==> src/rtl/sdram_pattern_tester.sv <==
// -----------------------------------------------------------------------------
// sdram_pattern_tester
//
// Self-checking memory exerciser that sits in front of the SDRAM controller's
// request/ack port. A start pulse latches the configuration. The tester then
// writes a pattern over the inclusive range base_addr..end_addr and reads the
// range back, comparing each word. This repeats for PASSES passes, and the
// pattern is inverted on odd passes. It reports the error count, the first
// failing address and data, and the completion status.
//
// Ports:
//   clk            system clock, rising edge
//   reset          asynchronous, active-high reset
//   start          single-cycle run request, honoured only when idle
//   mode           0=address^seed, 1=walking ones, 2=checkerboard, 3=LFSR
//   seed           pattern seed for modes 0 and 3
//   base_addr      first word address (inclusive)
//   end_addr       last word address (inclusive)
//   mem_req        access request, held until mem_ack
//   mem_we         1=write, 0=read
//   mem_addr       access address
//   mem_wdata      write data
//   mem_ack        one-cycle completion; read data valid in the same cycle
//   mem_rdata      read data
//   busy           run in progress
//   done           run finished (level, cleared by the next accepted start)
//   pass_ok        done with zero errors and no configuration error
//   cfg_error      end_addr < base_addr at start
//   err_count      saturating mismatch count for this run
//   first_err_addr address of the first mismatch
//   first_err_data read data at the first mismatch
//   pass_count     completed passes this run
// -----------------------------------------------------------------------------
module sdram_pattern_tester #(
    parameter int                    DATA_WIDTH    = 16,
    parameter int                    ADDR_WIDTH    = 22,
    parameter int                    ERR_CNT_WIDTH = 16,
    parameter int                    PASSES        = 2,
    parameter logic [DATA_WIDTH-1:0] LFSR_TAPS     = 16'hB400
) (
    input  logic                     clk,
    input  logic                     reset,
    input  logic                     start,
    input  logic [1:0]               mode,
    input  logic [DATA_WIDTH-1:0]    seed,
    input  logic [ADDR_WIDTH-1:0]    base_addr,
    input  logic [ADDR_WIDTH-1:0]    end_addr,
    output logic                     mem_req,
    output logic                     mem_we,
    output logic [ADDR_WIDTH-1:0]    mem_addr,
    output logic [DATA_WIDTH-1:0]    mem_wdata,
    input  logic                     mem_ack,
    input  logic [DATA_WIDTH-1:0]    mem_rdata,
    output logic                     busy,
    output logic                     done,
    output logic                     pass_ok,
    output logic                     cfg_error,
    output logic [ERR_CNT_WIDTH-1:0] err_count,
    output logic [ADDR_WIDTH-1:0]    first_err_addr,
    output logic [DATA_WIDTH-1:0]    first_err_data,
    output logic [7:0]               pass_count
);

    typedef enum logic [2:0] {
        ST_IDLE,
        ST_CHECK,
        ST_ERR,
        ST_WRITE,
        ST_READ,
        ST_DONE
    } state_t;

    // Alternating bit word; low_bit=1 gives 0x55.., low_bit=0 gives 0xAA..
    function automatic logic [DATA_WIDTH-1:0] alt_bits(input logic low_bit);
        logic [DATA_WIDTH-1:0] w;
        w = '0;
        for (int i = 0; i < DATA_WIDTH; i++) begin
            w[i] = ((i % 2) == 0) ? low_bit : ~low_bit;
        end
        return w;
    endfunction

    localparam logic [DATA_WIDTH-1:0] PAT_55 = alt_bits(1'b1);
    localparam logic [DATA_WIDTH-1:0] PAT_AA = alt_bits(1'b0);

    // Pattern word for one address. In LFSR mode the running LFSR state
    // already is the word. Odd passes invert the whole word.
    function automatic logic [DATA_WIDTH-1:0] gen_word(
        input logic [1:0]            m,
        input logic [DATA_WIDTH-1:0] s,
        input logic [ADDR_WIDTH-1:0] a,
        input logic [DATA_WIDTH-1:0] lf,
        input logic                  inv
    );
        logic [DATA_WIDTH-1:0] w;
        case (m)
            2'd0:    w = DATA_WIDTH'(a) ^ s;
            2'd1:    w = DATA_WIDTH'(1) << (a % ADDR_WIDTH'(DATA_WIDTH));
            2'd2:    w = a[0] ? PAT_55 : PAT_AA;
            default: w = lf;
        endcase
        return w ^ {DATA_WIDTH{inv}};
    endfunction

    state_t                  state;
    state_t                  state_next;

    logic [1:0]              cfg_mode;
    logic [DATA_WIDTH-1:0]   cfg_seed;
    logic [ADDR_WIDTH-1:0]   cfg_base;
    logic [ADDR_WIDTH-1:0]   cfg_end;
    logic [DATA_WIDTH-1:0]   lfsr;

    logic                    access_done;
    logic                    at_end;
    logic                    last_pass;
    logic                    mismatch;
    logic [ADDR_WIDTH-1:0]   addr_inc;
    logic [DATA_WIDTH-1:0]   lfsr_init;
    logic [DATA_WIDTH-1:0]   lfsr_step;
    logic [DATA_WIDTH-1:0]   expected_word;

    // Shared decode for the sequencer. The end test compares addresses
    // before incrementing, so a range ending at all-ones never wraps to 0.
    always_comb begin
        access_done   = mem_req && mem_ack;
        at_end        = (mem_addr == cfg_end);
        last_pass     = ((int'(pass_count) + 1) >= PASSES);
        addr_inc      = mem_addr + ADDR_WIDTH'(1);
        lfsr_init     = (cfg_seed == '0) ? DATA_WIDTH'(1) : cfg_seed;
        lfsr_step     = (lfsr >> 1) ^ (lfsr[0] ? LFSR_TAPS : '0);
        expected_word = gen_word(cfg_mode, cfg_seed, mem_addr, lfsr, pass_count[0]);
        mismatch      = (mem_rdata != expected_word);
    end

    always_ff @(posedge clk or posedge reset) begin
        if (reset) begin
            state <= ST_IDLE;
        end else begin
            state <= state_next;
        end
    end

    always_comb begin
        state_next = state;
        case (state)
            ST_IDLE: begin
                if (start) begin
                    state_next = ST_CHECK;
                end
            end
            ST_CHECK: begin
                state_next = (cfg_end < cfg_base) ? ST_ERR : ST_WRITE;
            end
            ST_ERR: begin
                state_next = ST_IDLE;
            end
            ST_WRITE: begin
                if (access_done && at_end) begin
                    state_next = ST_READ;
                end
            end
            ST_READ: begin
                if (access_done && at_end) begin
                    state_next = last_pass ? ST_DONE : ST_WRITE;
                end
            end
            ST_DONE: begin
                state_next = ST_IDLE;
            end
            default: begin
                state_next = ST_IDLE;
            end
        endcase
    end

    // Registered request port, status and result registers. Each phase
    // starts with the address at base and the LFSR reloaded, so read-back
    // regenerates exactly the sequence that was written. Status flags are
    // set on entry to ERR/DONE, so they are already valid in those states.
    always_ff @(posedge clk or posedge reset) begin
        if (reset) begin
            cfg_mode       <= '0;
            cfg_seed       <= '0;
            cfg_base       <= '0;
            cfg_end        <= '0;
            lfsr           <= '0;
            mem_req        <= 1'b0;
            mem_we         <= 1'b0;
            mem_addr       <= '0;
            mem_wdata      <= '0;
            busy           <= 1'b0;
            done           <= 1'b0;
            pass_ok        <= 1'b0;
            cfg_error      <= 1'b0;
            err_count      <= '0;
            first_err_addr <= '0;
            first_err_data <= '0;
            pass_count     <= '0;
        end else begin
            case (state)
                ST_IDLE: begin
                    if (start) begin
                        cfg_mode       <= mode;
                        cfg_seed       <= seed;
                        cfg_base       <= base_addr;
                        cfg_end        <= end_addr;
                        busy           <= 1'b1;
                        done           <= 1'b0;
                        pass_ok        <= 1'b0;
                        cfg_error      <= 1'b0;
                        err_count      <= '0;
                        first_err_addr <= '0;
                        first_err_data <= '0;
                        pass_count     <= '0;
                    end
                end
                ST_CHECK: begin
                    if (cfg_end < cfg_base) begin
                        cfg_error <= 1'b1;
                        done      <= 1'b1;
                        busy      <= 1'b0;
                    end else begin
                        mem_req   <= 1'b1;
                        mem_we    <= 1'b1;
                        mem_addr  <= cfg_base;
                        lfsr      <= lfsr_init;
                        mem_wdata <= gen_word(cfg_mode, cfg_seed, cfg_base, lfsr_init, 1'b0);
                    end
                end
                ST_WRITE: begin
                    if (access_done) begin
                        if (at_end) begin
                            mem_we    <= 1'b0;
                            mem_addr  <= cfg_base;
                            lfsr      <= lfsr_init;
                            mem_wdata <= '0;
                        end else begin
                            mem_addr  <= addr_inc;
                            lfsr      <= lfsr_step;
                            mem_wdata <= gen_word(cfg_mode, cfg_seed, addr_inc, lfsr_step,
                                                  pass_count[0]);
                        end
                    end
                end
                ST_READ: begin
                    if (access_done) begin
                        // err_count can never return to zero within a run,
                        // so zero identifies the first mismatch.
                        if (mismatch) begin
                            if (err_count != '1) begin
                                err_count <= err_count + ERR_CNT_WIDTH'(1);
                            end
                            if (err_count == '0) begin
                                first_err_addr <= mem_addr;
                                first_err_data <= mem_rdata;
                            end
                        end
                        if (at_end) begin
                            pass_count <= pass_count + 8'd1;
                            mem_addr   <= cfg_base;
                            lfsr       <= lfsr_init;
                            if (last_pass) begin
                                mem_req <= 1'b0;
                                mem_we  <= 1'b0;
                                busy    <= 1'b0;
                                done    <= 1'b1;
                                pass_ok <= (err_count == '0) && !mismatch;
                            end else begin
                                mem_we    <= 1'b1;
                                mem_wdata <= gen_word(cfg_mode, cfg_seed, cfg_base, lfsr_init,
                                                      ~pass_count[0]);
                            end
                        end else begin
                            mem_addr <= addr_inc;
                            lfsr     <= lfsr_step;
                        end
                    end
                end
                default: begin
                end
            endcase
        end
    end

endmodule

==> config.mk <==
export PLATFORM = sky130hd
export DESIGN_NAME = sdram_pattern_tester
export DESIGN_NICKNAME = d
export VERILOG_FILES = /design/src/rtl/sdram_pattern_tester.sv
export SDC_FILE = /design/constraint.sdc
export NUM_CORES = 1
export LEC_CHECK = 0
export BUFFER_PORTS_ARGS = -buffer_cell sky130_fd_sc_hd__buf_2
export CORE_AREA = 5 5 191 193
export DETAILED_ROUTE_END_ITERATION = 8
export DIE_AREA = 0 0 196 198
export GPL_TIMING_DRIVEN = 0
export SYNTH_ARGS = -nofsm -noshare
export SYNTH_HDL_FRONTEND = slang
export SYNTH_SLANG_ARGS = --single-unit
==> constraint.sdc <==
create_clock -name clk -period 15.1 [get_ports clk]
set_input_delay 1.51 -clock clk [delete_from_list [all_inputs] [get_ports clk]]
set_output_delay 1.51 -clock clk [all_outputs]
set_load 0.05 [all_outputs]
# After elaboration in Yosys (flattened, before gate mapping)
# Cells that the tools add are included.
[word_totals]
reg_bits = 187
input_bits = 82
wordCells = 164
[op_classes]
addsub = 4
order_cmp = 2
eq_ne = 23
shift = 3
muxes = 79
n_bitwise = 8
n_reduce_logical = 27
[ops]
columns = ["operator", "count"]
rows = [
  ["2-to-1 mux 16 bit", 28],
  ["one-hot mux 16 bit (3 select lines)", 4],
  ["2-to-1 mux 22 bit", 7],
  ["one-hot mux 16 bit (2 select lines)", 3],
  ["bitwise XOR 16 bit", 6],
  ["one-hot mux 22 bit (2 select lines)", 2],
  ["<< shifter 1 x 4 -> 16 bit (first input constant)", 3],
  ["logical NOT 16 bit", 2],
  ["!= test 2 bit (second input constant)", 14],
  ["2-to-1 mux 8 bit", 3],
  ["adder 22 x 1 -> 22 bit (second input constant)", 1],
  ["== test 22 bit", 1],
  ["less-than comparator 22 bit", 1],
  ["2-to-1 mux 1 bit", 20],
  ["AND reduction 5 bit", 4],
  ["AND reduction 6 bit", 3],
  ["adder 16 x 1 -> 16 bit (second input constant)", 1],
  ["!= test 16 bit", 1],
  ["!= test 16 bit (second input constant)", 1],
  ["one-hot mux 8 bit (2 select lines)", 1],
  ["bitwise XOR 15 x 16 -> 16 bit", 1],
  ["2-to-1 mux 3 bit", 4],
  ["one-hot mux 3 bit (4 select lines)", 1],
  ["adder 8 x 1 -> 9 bit (second input constant)", 1],
  ["other kinds (21)", 33],
]

# Depth between registers and ports, before layout
[depth]
word_depth = 12
ltp_mapped = 13

# Worst setup path before layout
# No wires, ideal clock.
[synth_path]
path_type = "reg-to-reg"
start = "register mem_addr[0]"
end = "register err_count[6]"
arrival_time_ns = 3.581
t_required_ns = 15.022
setup_slack_ns = 11.441
stages_incl_launch_ff = 14
path_buffers = 2
synth_period_minus_slack_ns = 3.659
path_cell_list = "dfrtp_1 buf_2 inv_1 ha_1 and3b_1 mux4_2 xnor2_1 or3_1 nor4_1 o2111ai_4 nand3_4 buf_4 o21ai_0 a21oi_1"
[synth_via]
elab_chain_cells = 6
[synth_rtl]
columns = ["element", "line_no", "text"]
rows = [
  ["from (decl)", "50", "output logic [ADDR_WIDTH-1:0] mem_addr,"],
  ["from (signal assigned)", "226", "mem_addr <= cfg_base;"],
  ["from (signal assigned)", "235", "mem_addr <= cfg_base;"],
  ["from (signal assigned)", "239", "mem_addr <= addr_inc;"],
  ["2-to-1 mux 16 bit, or another cell as far along", "99", "2'd2: w = a[0] ? PAT_55 : PAT_AA;"],
  ["one-hot mux 16 bit (3 select lines) (*)", "96", "case (m)"],
  ["bitwise XOR 16 bit (*)", "102", "return w ^ {DATA_WIDTH{inv}};"],
  ["!= test 16 bit (*)", "133", "mismatch = (mem_rdata != expected_word);"],
  ["!= test 2 bit (no line) (*)", "--", ""],
  ["AND reduction 5 bit (no line) (*)", "--", ""],
  ["to (signal assigned)", "252", "err_count <= err_count + ERR_CNT_WIDTH'(1);"],
  ["to (decl)", "58", "output logic [ERR_CNT_WIDTH-1:0] err_count,"],
]
# Mark *: on every way between the ends. The rest lies on a longest branch, timed or not.
# A chain may end at the register's enable or synchronous reset.

# Worst setup path in the final report
[layout_path]
start = "register mem_addr[0]"
end = "register first_err_addr[19]"
[layout_via]
elab_chain_cells = 6
[layout_rtl]
columns = ["element", "line_no", "text"]
rows = [
  ["2-to-1 mux 16 bit, or another cell as far along", "99", ""],
  ["one-hot mux 16 bit (3 select lines) (*)", "96", ""],
  ["bitwise XOR 16 bit (*)", "102", ""],
  ["!= test 16 bit (*)", "133", ""],
  ["!= test 2 bit (no line) (*)", "--", ""],
  ["AND reduction 5 bit (no line) (*)", "--", ""],
  ["to (signal assigned)", "255", "first_err_addr <= mem_addr;"],
  ["to (decl)", "59", "output logic [ADDR_WIDTH-1:0] first_err_addr,"],
]
# Marked as above.

==> results_dict.tcl <==
set metrics [dict create \
    syn_area_um2 11900 \
    worstPathArrival_ps 4590 \
    ctsResizeCount 0 \
    post_cts_buffers 0 \
    maxCapViolCount 0 \
    clkTransAtPathRegs_ps 80 \
    core_um2 34400 \
    io_pins 188 \
    hp-class "flip-flop to flip-flop" \
    syn_to_final_growth_pct 17.9 \
    finalSetupViolations 0 \
    grt_overflow 0 \
    cp.required_ps 15430 \
    fin_util_pct 40.9 \
    rrSetupSlack_ps 10840 \
    gp_congestion 1.01 \
    clk_latency_ps 460 \
    min_period_over_period_pct 28.2 \
    criticalPathCategory "flip-flop to flip-flop" \
    postCtsHoldBufs 0 \
    syn_inst 1464 \
    wl_per_cell_um 23.0 \
    ys_warn_count 0 \
    cts_tree "built" \
    vias 12100 \
    skew_ps 15.5 \
    path_max_fanout 10 \
    p_per_area_nw_per_um2 264 \
    synth_edf_count 0 \
    die-area_um2 38800 \
    grt_max_degree 102 \
    antenna_found_initial 0 \
    ys_seq_elements 187 \
    io_buffers 187 \
    yosysTopAreaCellShare_pct 39.2 \
    post-dp-hpwl_mm 38.5 \
    wl_mm 49.3 \
    die_w_um 196 \
    fmax_ghz 0.235 \
    placed_area_um2 13500 \
    final_area_um2 14100 \
    cts_buffer_depth 2 \
    cts_buffers 17 \
    nets 1785 \
    final.setup.tns_ps 0 \
    antenna_left 0 \
    critPathCaptureType "flip-flop" \
    avgViaCountPerCell 5.65 \
    slew_headroom_pct 14.3 \
    cts.sinks 187 \
    maxSlewViolCount 0 \
    synth_ff_type "dfrtp_1" \
    cts_max_level 4 \
    rsz0062_at_grt "no" \
    cts_root_buf "clkbuf_16" \
    synth_top_cell_by_area "dfrtp_1" \
    drive_above_1_share_pct 17.0 \
    final.min_clock_period_ps 4260 \
    hold_violations 0 \
    antenna_cells 0 \
    dr.pass1.iters 7 \
    synth_fp_nets 1577 \
    async_reset_ff_share_pct 100 \
    drt-initial-drc-count 1149 \
    grt_pass1_vias 11500 \
    rows 68 \
    critPathLaunchType "flip-flop" \
    status "complete, no violations" \
    total_leakage_power_nw 6.39 \
    synth_area_leaders "dfrtp_1, nand2_1, o21ai_0" \
    grt_pass1_wl_mm 73.3 \
    syn_avg_cell_area_um2 8.15 \
    die_h_um 198 \
    grtUsageTotal_pct 24.8 \
    start_util_pct 34.7 \
    drc 0 \
    worstMarginPinSlew_ps 1270 \
    vdd_drop_max_uv 123 \
    synth.distinct_cells 75 \
    fin_worst_hold_slack_ps 477 \
    seq_area_frac_synth_pct 39.2 \
]
-- layout by cell type, fill, tap and decap left out, drive strengths merged, types with 9 or more instances in the layout --
master / netlist / final
mux2: 17 / 17
mux2i: 15 / 15
a31oi: 30 / 30
and3: 20 / 20
nor4: 16 / 16
nor3: 25 / 25
and2: 9 / 9
o21ai: 148 / 148
nand2b: 10 / 10
nor2: 69 / 69
a21oi: 102 / 102
inv: 41 / 48
nand4: 14 / 14
nand2: 299 / 299
clkbuf: 76 / 94
ha: 31 / 31
a311oi: 9 / 9
dfrtp: 187 / 187
buf: 36 / 225
nand3: 75 / 75
o31ai: 16 / 16
or3: 14 / 14
xor2: 39 / 39
xnor2: 46 / 46
a21o: 12 / 12
o22ai: 15 / 15
-- flip-flops by register name (all words and copies together) (netlist names) --
register / count
mem_addr: 22
lfsr: 16
cfg_mode: 2
pass_count: 8
cfg_error: 1
first_err_data: 16
mem_req: 1
pass_ok: 1
mem_we: 1
cfg_end: 22
err_count: 16
first_err_addr: 22
state: 3
busy: 1
mem_wdata: 16
cfg_base: 22
cfg_seed: 16
done: 1
-- critical path, stage by stage, from the launching register on --
cell and delay, ps:
dfrtp_1 620, buf_2 400, inv_1 220, ha_1 380
and3b_1 230, mux4_2 480, xnor2_1 150, or3_1 380
nor4_1 350, o2111ai_4 260, nand3b_4 260, buf_2 270
o21ai_0 120
-- path summary, 6_finish.rpt --
| path | startpoint | to | cells past startpoint |
|---|---|---|---|
| min in group asynchronous | reset | first_err_addr[20] | 2 |
| hold reg to reg | first_err_data[2] | first_err_data[2] | 2 |
| setup reg to reg | mem_addr[0] | first_err_addr[19] | 12 |
| hold / removal | first_err_data[2] | first_err_data[2] | 2 |
| max in group asynchronous | reset | mem_wdata[12] | 3 |
| setup / recovery | mem_addr[0] | first_err_addr[19] | 12 |
-- Yosys cell counts, drive strengths merged (9+ instances only) --
cell type	n
a21o	12
a21oi	102
a311oi	9
a31oi	30
and2	9
and3	20
buf	36
clkbuf	76
dfrtp	187
ha	31
inv	41
mux2	17
mux2i	15
nand2	299
nand2b	10
nand3	75
nand4	14
nor2	69
nor3	25
nor4	16
o21ai	148
o22ai	15
o31ai	16
or3	14
xnor2	46
xor2	39
-- cell families (layout without fill, tap and decap cells) --
group	Yosys count	after routing	synth area share (%)
simple gates	577	577	22.0
compound gates	394	394	20.1
flops	187	187	39.2
buf+inv	154	374	5.51
xor+xnor	85	85	6.24
mux	36	36	3.62
fa+ha+maj	31	31	3.25
-- per-layer routing --
metal	vias up	part of all wire (%)	GRT usage [%]
met4	0	2.2	5.95
met2	522	44	37.4
li1	5584	-	-
met5	-	0	0
met3	60	7.5	5.04
met1	5927	47	36.7
-- stage by stage --
stage	worst slack (ps)	instances	total power [mW]
global route	10680	2139	3.93
CTS	10870	2139	3.69
floorplan	8500	1464	2.43
finish	10840	2139	3.72
global placement	6120	2106	3.20
detailed placement	10580	2108	3.22
-- cell type report --
type                    count  area (um^2)
plain buffers             112          499
clock buffers              18          429
clock inverters            13          154
fillers                  3607        20300
inverters                  42          165
multi-input cells        1123         6590
flip-flops and latches    187         4680
well taps                 455          569
repair buffers            189          971
-- report_power, final --
part           total, mW  internal, mW  switching (mW)
Clock              0.460         0.235           0.225
Sequential         0.957         0.706           0.251
Combinational       2.30         0.701            1.60
Total               3.72          1.64            2.07
(Power assumes the default switching activity.)
